## src/rtl/tree_pkg.sv

```systemverilog
// Shared definitions for the module-tree fan-in/fan-out nodes.
package tree_pkg;

  localparam int NUM_CHILDREN_DEF = 10;
  localparam int DATA_W_DEF       = 32;

  // Index width for n sources; never narrower than one bit.
  function automatic int id_width(input int n);
    return (n <= 2) ? 1 : $clog2(n);
  endfunction

  localparam int ID_W_DEF = id_width(NUM_CHILDREN_DEF);

  typedef struct packed {
    logic [DATA_W_DEF-1:0] data;
    logic [ID_W_DEF-1:0]   src;
  } tagged_beat_t;

endpackage

```

## src/rtl/rr_arbiter.sv

```systemverilog
// Round-robin arbiter: searches upward from the pointer, pointer moves past the winner on advance.
module rr_arbiter
  import tree_pkg::*;
#(
  parameter int N     = NUM_CHILDREN_DEF,
  parameter int IDX_W = id_width(N)
) (
  input  logic             clk,
  input  logic             rst_n,
  input  logic [N-1:0]     req,
  input  logic             advance,
  output logic [N-1:0]     grant,
  output logic [IDX_W-1:0] grant_idx
);

  logic [IDX_W-1:0] ptr;
  logic             found;
  int               j;

  always_comb begin
    grant     = '0;
    grant_idx = '0;
    found     = 1'b0;
    j         = 0;
    for (int k = 0; k < N; k++) begin
      j = (int'(ptr) + k) % N;
      if (!found && req[j]) begin
        found     = 1'b1;
        grant[j]  = 1'b1;
        grant_idx = IDX_W'(j);
      end
    end
  end

  always_ff @(posedge clk) begin
    if (!rst_n) begin
      ptr <= '0;
    end else if (advance) begin
      ptr <= (grant_idx == IDX_W'(N - 1)) ? '0 : grant_idx + IDX_W'(1);
    end
  end

endmodule

```

## src/rtl/tree_fanin_node.sv

```systemverilog
// N-to-1 return-path collector: round-robin merge of child streams into one registered, source-tagged parent stream.
module tree_fanin_node
  import tree_pkg::*;
#(
  parameter int NUM_CHILDREN = NUM_CHILDREN_DEF,
  parameter int DATA_W       = DATA_W_DEF,
  parameter int ID_W         = id_width(NUM_CHILDREN),
  parameter int CNT_W        = 32
) (
  input  logic                           clk,
  input  logic                           rst_n,
  input  logic [NUM_CHILDREN-1:0]        child_valid,
  input  logic [NUM_CHILDREN*DATA_W-1:0] child_data,
  output logic [NUM_CHILDREN-1:0]        child_ready,
  output logic                           parent_valid,
  output logic [DATA_W-1:0]              parent_data,
  output logic [ID_W-1:0]                parent_src,
  input  logic                           parent_ready,
  output logic [CNT_W-1:0]               xfer_count
);

  logic [NUM_CHILDREN-1:0] grant;
  logic [ID_W-1:0]         grant_idx;
  logic                    load_en;
  logic                    xfer;
  logic [DATA_W-1:0]       sel_data;

  // Output slot may refill in the same cycle it drains.
  assign load_en     = !parent_valid || parent_ready;
  assign child_ready = rst_n ? (grant & {NUM_CHILDREN{load_en}}) : '0;
  assign xfer        = |child_ready;

  rr_arbiter #(
    .N     (NUM_CHILDREN),
    .IDX_W (ID_W)
  ) u_arb (
    .clk       (clk),
    .rst_n     (rst_n),
    .req       (child_valid),
    .advance   (xfer),
    .grant     (grant),
    .grant_idx (grant_idx)
  );

  // One-hot AND-OR mux keeps the data select free of variable part-selects.
  always_comb begin
    sel_data = '0;
    for (int i = 0; i < NUM_CHILDREN; i++) begin
      if (grant[i]) sel_data = sel_data | child_data[i*DATA_W +: DATA_W];
    end
  end

  always_ff @(posedge clk) begin
    if (!rst_n) begin
      parent_valid <= 1'b0;
      parent_data  <= '0;
      parent_src   <= '0;
      xfer_count   <= '0;
    end else begin
      if (load_en) parent_valid <= xfer;
      if (xfer) begin
        parent_data <= sel_data;
        parent_src  <= grant_idx;
        xfer_count  <= xfer_count + CNT_W'(1);
      end
    end
  end

endmodule

```

## config.mk

```make
export PLATFORM = sky130hd
export DESIGN_NAME = tree_fanin_node
export DESIGN_NICKNAME = d
export VERILOG_FILES = /design/src/rtl/tree_pkg.sv /design/src/rtl/rr_arbiter.sv /design/src/rtl/tree_fanin_node.sv
export SDC_FILE = /design/constraint.sdc
export NUM_CORES = 1
export LEC_CHECK = 0
export ABC_AREA = 1
export BUFFER_PORTS_ARGS = -buffer_cell sky130_fd_sc_hd__buf_2
export CAP_MARGIN = 20
export CORE_MARGIN = 2
export CORE_UTILIZATION = 33
export CTS_BUF_LIST = sky130_fd_sc_hd__clkbuf_8
export CTS_CLUSTER_SIZE = 16
export DETAILED_ROUTE_END_ITERATION = 10
export HOLD_SLACK_MARGIN = 0.02
export PLACE_DENSITY_LB_ADDON = 0.3
export SLEW_MARGIN = 20
export SYNTH_ARGS = -nofsm -noshare
export SYNTH_HDL_FRONTEND = slang
export SYNTH_SLANG_ARGS = --single-unit
```

## constraint.sdc

```tcl
create_clock -name clk -period 5.8 [get_ports clk]
set_input_delay 0.29 -clock clk [delete_from_list [all_inputs] [get_ports clk]]
set_output_delay 0.29 -clock clk [all_outputs]
set_load 0.05 [all_outputs]
```

* Yosys cells after proc, flatten, opt, wreduce, memory -nomap -nowiden
Cells that the tools add are included.
** Storage, ports and cells
- Register bits :: 73
- Bits in latches :: 0
- RAM bits :: 0
- ROM bits :: 0
- Input port bits :: 333
- Output and inout bits :: 79
- Logic and storage cells :: 188
- Memories kept :: 0
** Operators by class
- $add $sub $neg :: 11
- Multiply operators :: 0
- Div/mod/pow operators :: 10
- Magnitude comparators :: 20
- Eq/ne operators :: 1
- Shift-type cells :: 0
- Muxes and demuxes :: 91
- Bitwise gates (word level) :: 19
- Reduce and logical (&&, ||, !) cells :: 31
** Operators by type and width (number)
- greater-or-equal comparator 32 x 1 -> 1 bit (second input constant) :: 10
- less-than comparator 32 x 6 -> 1 bit (second input constant) :: 10
- 2-to-1 mux 32 bit :: 10
- modulo 32 x 5 -> 32 bit (second input constant) :: 9
- bitwise OR 32 bit :: 9
- 2-to-1 mux 10 bit :: 11
- bitwise OR 10 bit :: 9
- 2-to-1 mux 4 bit :: 11
- binary-select mux 1 bit (select 4 bit) :: 10
- demux 1 bit (select 4 bit) :: 10
- 2-to-1 mux 1 bit :: 39
- adder 32 x 1 -> 32 bit (second input constant) :: 1
- modulo 5 x 5 -> 32 bit (second input constant) :: 1
- adder 4 x 3 -> 5 bit (second input constant) :: 4
- logical AND 1 bit :: 19
- adder 4 x 2 -> 5 bit (second input constant) :: 2
- adder 4 x 4 -> 5 bit (second input constant) :: 2
- bitwise AND 10 bit :: 1
- zero test 1 bit :: 10
- OR reduction 10 bit :: 1
- adder 4 x 1 -> 5 bit (second input constant) :: 1
- adder 4 x 1 -> 4 bit (second input constant) :: 1
- equality test 4 bit (second input constant) :: 1
- logical OR 1 bit :: 1

* Depth between registers and ports, before layout
- Word-level depth :: 51
- Depth in mapped cells :: 39
- Depth with buffers taken out :: 37

* Hierarchy
A second synthesis with hierarchy kept.
** Unflattened totals
- Cell total of the unflattened synthesis :: 2009
- Area total of the unflattened synthesis :: 10779.1 µm²
** Modules (own cells, without submodules)
- tree_fanin_node :: instances 1, cells an instance 1017, area an instance 5551.6 µm², sequential area each 1381.3 µm²
- rr_arbiter :: instances 1, cells an instance 992, area an instance 5227.5 µm², sequential area each 80.1 µm²

* Worst setup path before layout
No wires, ideal clock.
- Kind :: flip-flop to flip-flop
- Start point :: register u_arb.ptr[0]
- End point :: register xfer_count[8]
- Library setup time :: 71 ps
- Arrival :: 5022 ps
- Required time :: 5729 ps
- Slack :: 708 ps
- Stages on the path, launching flop included :: 35
- Buffers on the path :: 6
- Period minus slack after synthesis :: 5092 ps
- Cell sequence :: dfxtp_1 > buf_4 > inv_4 > clkbuf_1 > clkbuf_1 > ha_1 > buf_4 > xor2_2 > nand3_1 > ha_1 > inv_1 > nand2_1 > nand2_1 > nand2_1 > nor2_2 > nand3_1 > nand2_2 > nand2_1 > nand2_1 > nand2_1 > nand3_2 > nand4_1 > nor2_1 > nand4_2 > inv_2 > nand4_1 > nand2_1 > nor2_2 > nor2_2 > nor2_4 > nand2_4 > buf_6 > buf_6 > nand2_1 > a21oi_2
** Between the ends
- Word-level cells in the longest chain between the ends :: 35
- Elaborated cells on any way between the ends :: 148
- Classes of those cells :: 9 x add/sub; 10 x div; 20 x order compare; 70 x mux; 10 x bitwise; 29 x reduce/logical
** RTL lines
- from (decl) :: RTL line rr_arbiter.sv:16 : logic [IDX_W-1:0] ptr;
- from (signal assigned) :: RTL line rr_arbiter.sv:39 : ptr <= (grant_idx == IDX_W'(N - 1)) ? '0 : grant_idx + IDX_W'(1);
- parallel branches: the longest is 31 deep, another holds modulo 32 x 5 -> 32 bit
- 2-to-1 mux 10 bit (*) :: RTL line rr_arbiter.sv:27 : if (!found && req[j]) begin
- bitwise AND 10 bit (*) :: RTL line tree_fanin_node.sv:30 : assign child_ready = rst_n ? (grant & {NUM_CHILDREN{load_en}}) : '0;
- 2-to-1 mux 10 bit (*) :: RTL line tree_fanin_node.sv:30
- net child_ready[2] :: RTL line tree_fanin_node.sv:14 : output logic [NUM_CHILDREN-1:0] child_ready,
- OR reduction 10 bit (*) :: RTL line tree_fanin_node.sv:31 : assign xfer = |child_ready;
- to (signal assigned) :: RTL line tree_fanin_node.sv:64 : xfer_count <= xfer_count + CNT_W'(1);
- to (decl) :: RTL line tree_fanin_node.sv:19 : output logic [CNT_W-1:0] xfer_count
Mark *: on every way through the listed nets, which the timed path passes. The select of a mux whose other input is x is not followed.
A chain may end at the register's enable or synchronous reset.

* Final worst setup path
- Start point :: register u_arb.ptr[1]
- End point :: output port child_ready[8]
** Between the ends
- Word-level cells in the longest chain between the ends :: 34
- Elaborated cells on any way between the ends :: 147
- Classes of those cells :: 9 x add/sub; 10 x div; 20 x order compare; 70 x mux; 10 x bitwise; 28 x reduce/logical
** RTL lines (RTL line)
- parallel branches: the longest is 31 deep, another holds modulo 32 x 5 -> 32 bit
- 2-to-1 mux 10 bit (*) :: rr_arbiter.sv:27
- bitwise AND 10 bit (*) :: tree_fanin_node.sv:30
- 2-to-1 mux 10 bit (*) :: tree_fanin_node.sv:30
- to (decl) :: tree_fanin_node.sv:14
Mark *: on every way between the ends. The select of a mux whose other input is x is not followed.

==> metrics.csv <==
metric,value,unit
status,"finished, final reports clean",
Worst setup SP type,register,
Top Metal Used,met5,
Syn-to-layout area delta,28.2,%
first-pass GRT wire length,98600,um
Final Cell Area,15600,um^2
vias in the first global route,15600,
Tightest Hold Check Type,in -> reg,
# rows,70,
Post-Synth Simple-Gate Area,58.1,%
"flops & latches, synth",73,
nets,3147,
Most common cell on crit path,nand2_1,
final WL,68600,um
hpwl dp,57500,um
Synth Area in Adders,4.84,%
Yosys warnings,0,
largest family of logic cells by synthesized area,simple AND/OR/NAND/NOR gates,
WP data arrival,5.22,ns
DRT met1 WL,30000,um
cells on worst reg2reg path,30,
Synth area leader,nand2_1,
complex-gate fraction of the synthesized area,10.2,%
Crit-path slowest cell,dfxtp_2,
vias post-DR,17000,
Max Clk Rate,182,MHz
post-synthesis xor/xnor area fraction,3.08,%
RSZ-0062 raised after global routing,false,
Via-to-Cell Ratio,5.23,
die area,38400,um^2
IO Port Bufs,411,
Critical R2R Capture,parent_data[10]$_SDFFE_PN0P_,
kind of end point of the critical path,primary output,
RR Startpoint,u_arb.ptr[1]$_SDFFE_PN0P_,
final worst path period need,5.51,ns
max-slew violation count,0,
worst hold start,child_data[109],
fraction of layout cells with a size suffix above 1,25.3,%
final hold vios,0,
gpl congestion,1.05,
Rel. slew slack,22.5,%
"Setup violations, final",0,
"Seq/Total Area, Yosys",12.0,%
Post-CTS Hold Fix Bufs,0,
CP max FO,24,
Post-Synthesis Cells,2328,
Initial Util,33.4,%
"CP delay by family, top",simple AND/OR/NAND/NOR gates,
Hold Path Depth,5,
Hold Path Sink,parent_data[13]$_SDFFE_PN0P_,
Synth Net Count,2708,
Reg2Reg Setup Slack,0.41,ns
TritonCTS buffer count,9,
fin crit share,94.9,%
Post-DP Area,15200,um^2
core area,36400,um^2
required time worst endpoint,5.51,ns
final setup TNS,0,ns
initial drt markers,1387,
DIE HEIGHT,196,um
DR WL/cell,21.1,um
Synth top area share,24.7,%
wire length on met3,4890,um
Avg Inst Size Synth,5.22,um^2
Cell variety after synth,54,
Clock Path Buffers,2,
final global-route overflow total,0,
clock-pin transition on the worst setup and hold timing paths,0.11,ns
Ports,412,
slew of the pin with the lowest slew margin,1.15,ns
initial antenna violation count,10,
CTS tree,done,
mux cell area share after synthesis,0,%
Routed Antenna Nets,0,
synth top area cells,"nand2_1 (25%), nor2_1 (12%), dfxtp_1 (12%), nand3_1 (7.8%), inv_1 (6.4%)",
max-cap violation count,0,
largest net degree at the start of global routing,70,
Post-route DRC,0,
H-tree levels,3,
Max stage delay on crit path,0.40,ns
gr usage total,34.5,%
Crit Path Category,reg -> out,
Die X,196,um
"Cell Area, Synth",12200,um^2
root buffer cell,clkbuf_8,
Clock Skews,0.0247,ns
router iterations before antenna repair,6,
worst-skew pair later-pin latency,0.41,ns
CTS Sinks,73,
met2 wire length,30900,um
Crit. Startpoint,u_arb.ptr[1]$_SDFFE_PN0P_,
Bufs and invs on worst path,8,
cells by family after synthesis:
logic type / count (synthesis)
xor+xnor: 41
fa+ha+maj: 47
compound gates: 213
simple gates: 1612
flops: 73
buf+inv: 342
state kept, by name (all words and copies together) (netlist names):
signal,flops
u_arb.ptr,4
parent_valid,1
parent_src,4
parent_data,32
xfer_count,32
metrics by stage:
stage          hold slack, ns  std cells  setup WS, ns  util, %
5_1_grt                 0.224       3245        0.0124     42.8
3_3_place_gp            0.476       3220         0.113     41.8
4_1_cts                 0.196       3236        0.0133     42.4
2_1_floorplan           0.478       2328         0.708        -
3_5_place_dp            0.485       3220         0.171     41.8
6_report                0.220       3245         0.293     42.8
layer usage:
metal / up-vias / track usage, %
met2: 761 / 56.1
met3: 111 / 5.14
met5: - / 0
li1: 8260 / -
met4: 10 / 12.7
met1: 7837 / 46.1
worst max-delay path by stage:
| stage | to | cells after the start | slack (ns) |
|---|---|---|---|
| global route | child_ready[6] | 25 | 0.01 |
| finish | child_ready[8] | 30 | 0.29 |
| global placement | parent_data[10]$_SDFFE_PN0P_ | 32 | 0.11 |
| detailed placement | parent_data[10]$_SDFFE_PN0P_ | 32 | 0.17 |
| CTS | child_ready[8] | 32 | 0.01 |
| floorplan | xfer_count[8]$_SDFFE_PN0P_ | 34 | 0.71 |
Yosys cell counts (all sizes together):
library cell  instances
or2                   1
ha                   47
nor3                 38
xnor2                11
and3                  1
a31oi                 3
a21boi                1
a21oi                65
o21a                  3
o31ai                 3
o311ai                1
a31o                  1
a211o                 1
nand4                43
o32ai                 1
inv                 252
nor3b                 1
o21ai               119
and2                  1
o22ai                 2
nand2               841
clkinv                6
buf                  38
xor2                 30
nand3b               45
a211oi                2
nor4                 10
o2111ai               1
nand3               214
nor2                417
clkbuf               46
dfxtp                73
o221ai                1
o21bai                3
o211ai                6
timing repair:
action / CTS / global route
endpoints found under the hold margin: 0 / 0
setup endpoints to repair: 0 / 83
setup buffers: 0 / 4
gates resized for setup: 0 / 27
layout by cell type, fill, tap and decap left out, types with 4 or more instances in the layout:
master / Yosys / layout
diode_2: 0 / 5
o21ai_1: 23 / 25
nand3b_1: 45 / 45
xnor2_1: 11 / 11
nand2_1: 801 / 799
inv_4: 5 / 4
a21oi_2: 12 / 12
xor2_1: 28 / 28
inv_2: 39 / 39
nand4_1: 40 / 40
o21ai_2: 6 / 6
o21ai_0: 87 / 85
buf_2: 16 / 408
nor2_4: 7 / 11
nor2_1: 393 / 390
a21oi_1: 53 / 53
nand2_4: 4 / 4
nor3_1: 38 / 38
buf_4: 8 / 89
clkinv_1: 6 / 6
inv_1: 208 / 207
nand3_1: 189 / 188
nor2_2: 16 / 15
clkbuf_8: 0 / 9
buf_12: 0 / 13
ha_1: 47 / 44
dfxtp_1: 73 / 71
o211ai_1: 6 / 6
nor4_1: 10 / 10
nand2_2: 36 / 38
nand3_2: 23 / 24
tightest hold or removal path: stages:
cell,delay (ns)
buf_2,0.08
a21oi_1,0.06
nand3_1,0.06
nor2_1,0.04
nor2_1,0.07
final cells by class:
class	count	area (um^2)
Fill cell	4205	20900
Multi-Input combinational cell	1913	9320
Timing Repair Buffer	512	2990
Sequential cell	73	1460
Inverter	258	988
Tap cell	468	586
Clock buffer	9	124
Clock inverter	7	103
Antenna cell	5	12.5
Power is not shown: default switching activity piles up to over one toggle a cycle in this logic, so the estimate is an artifact.
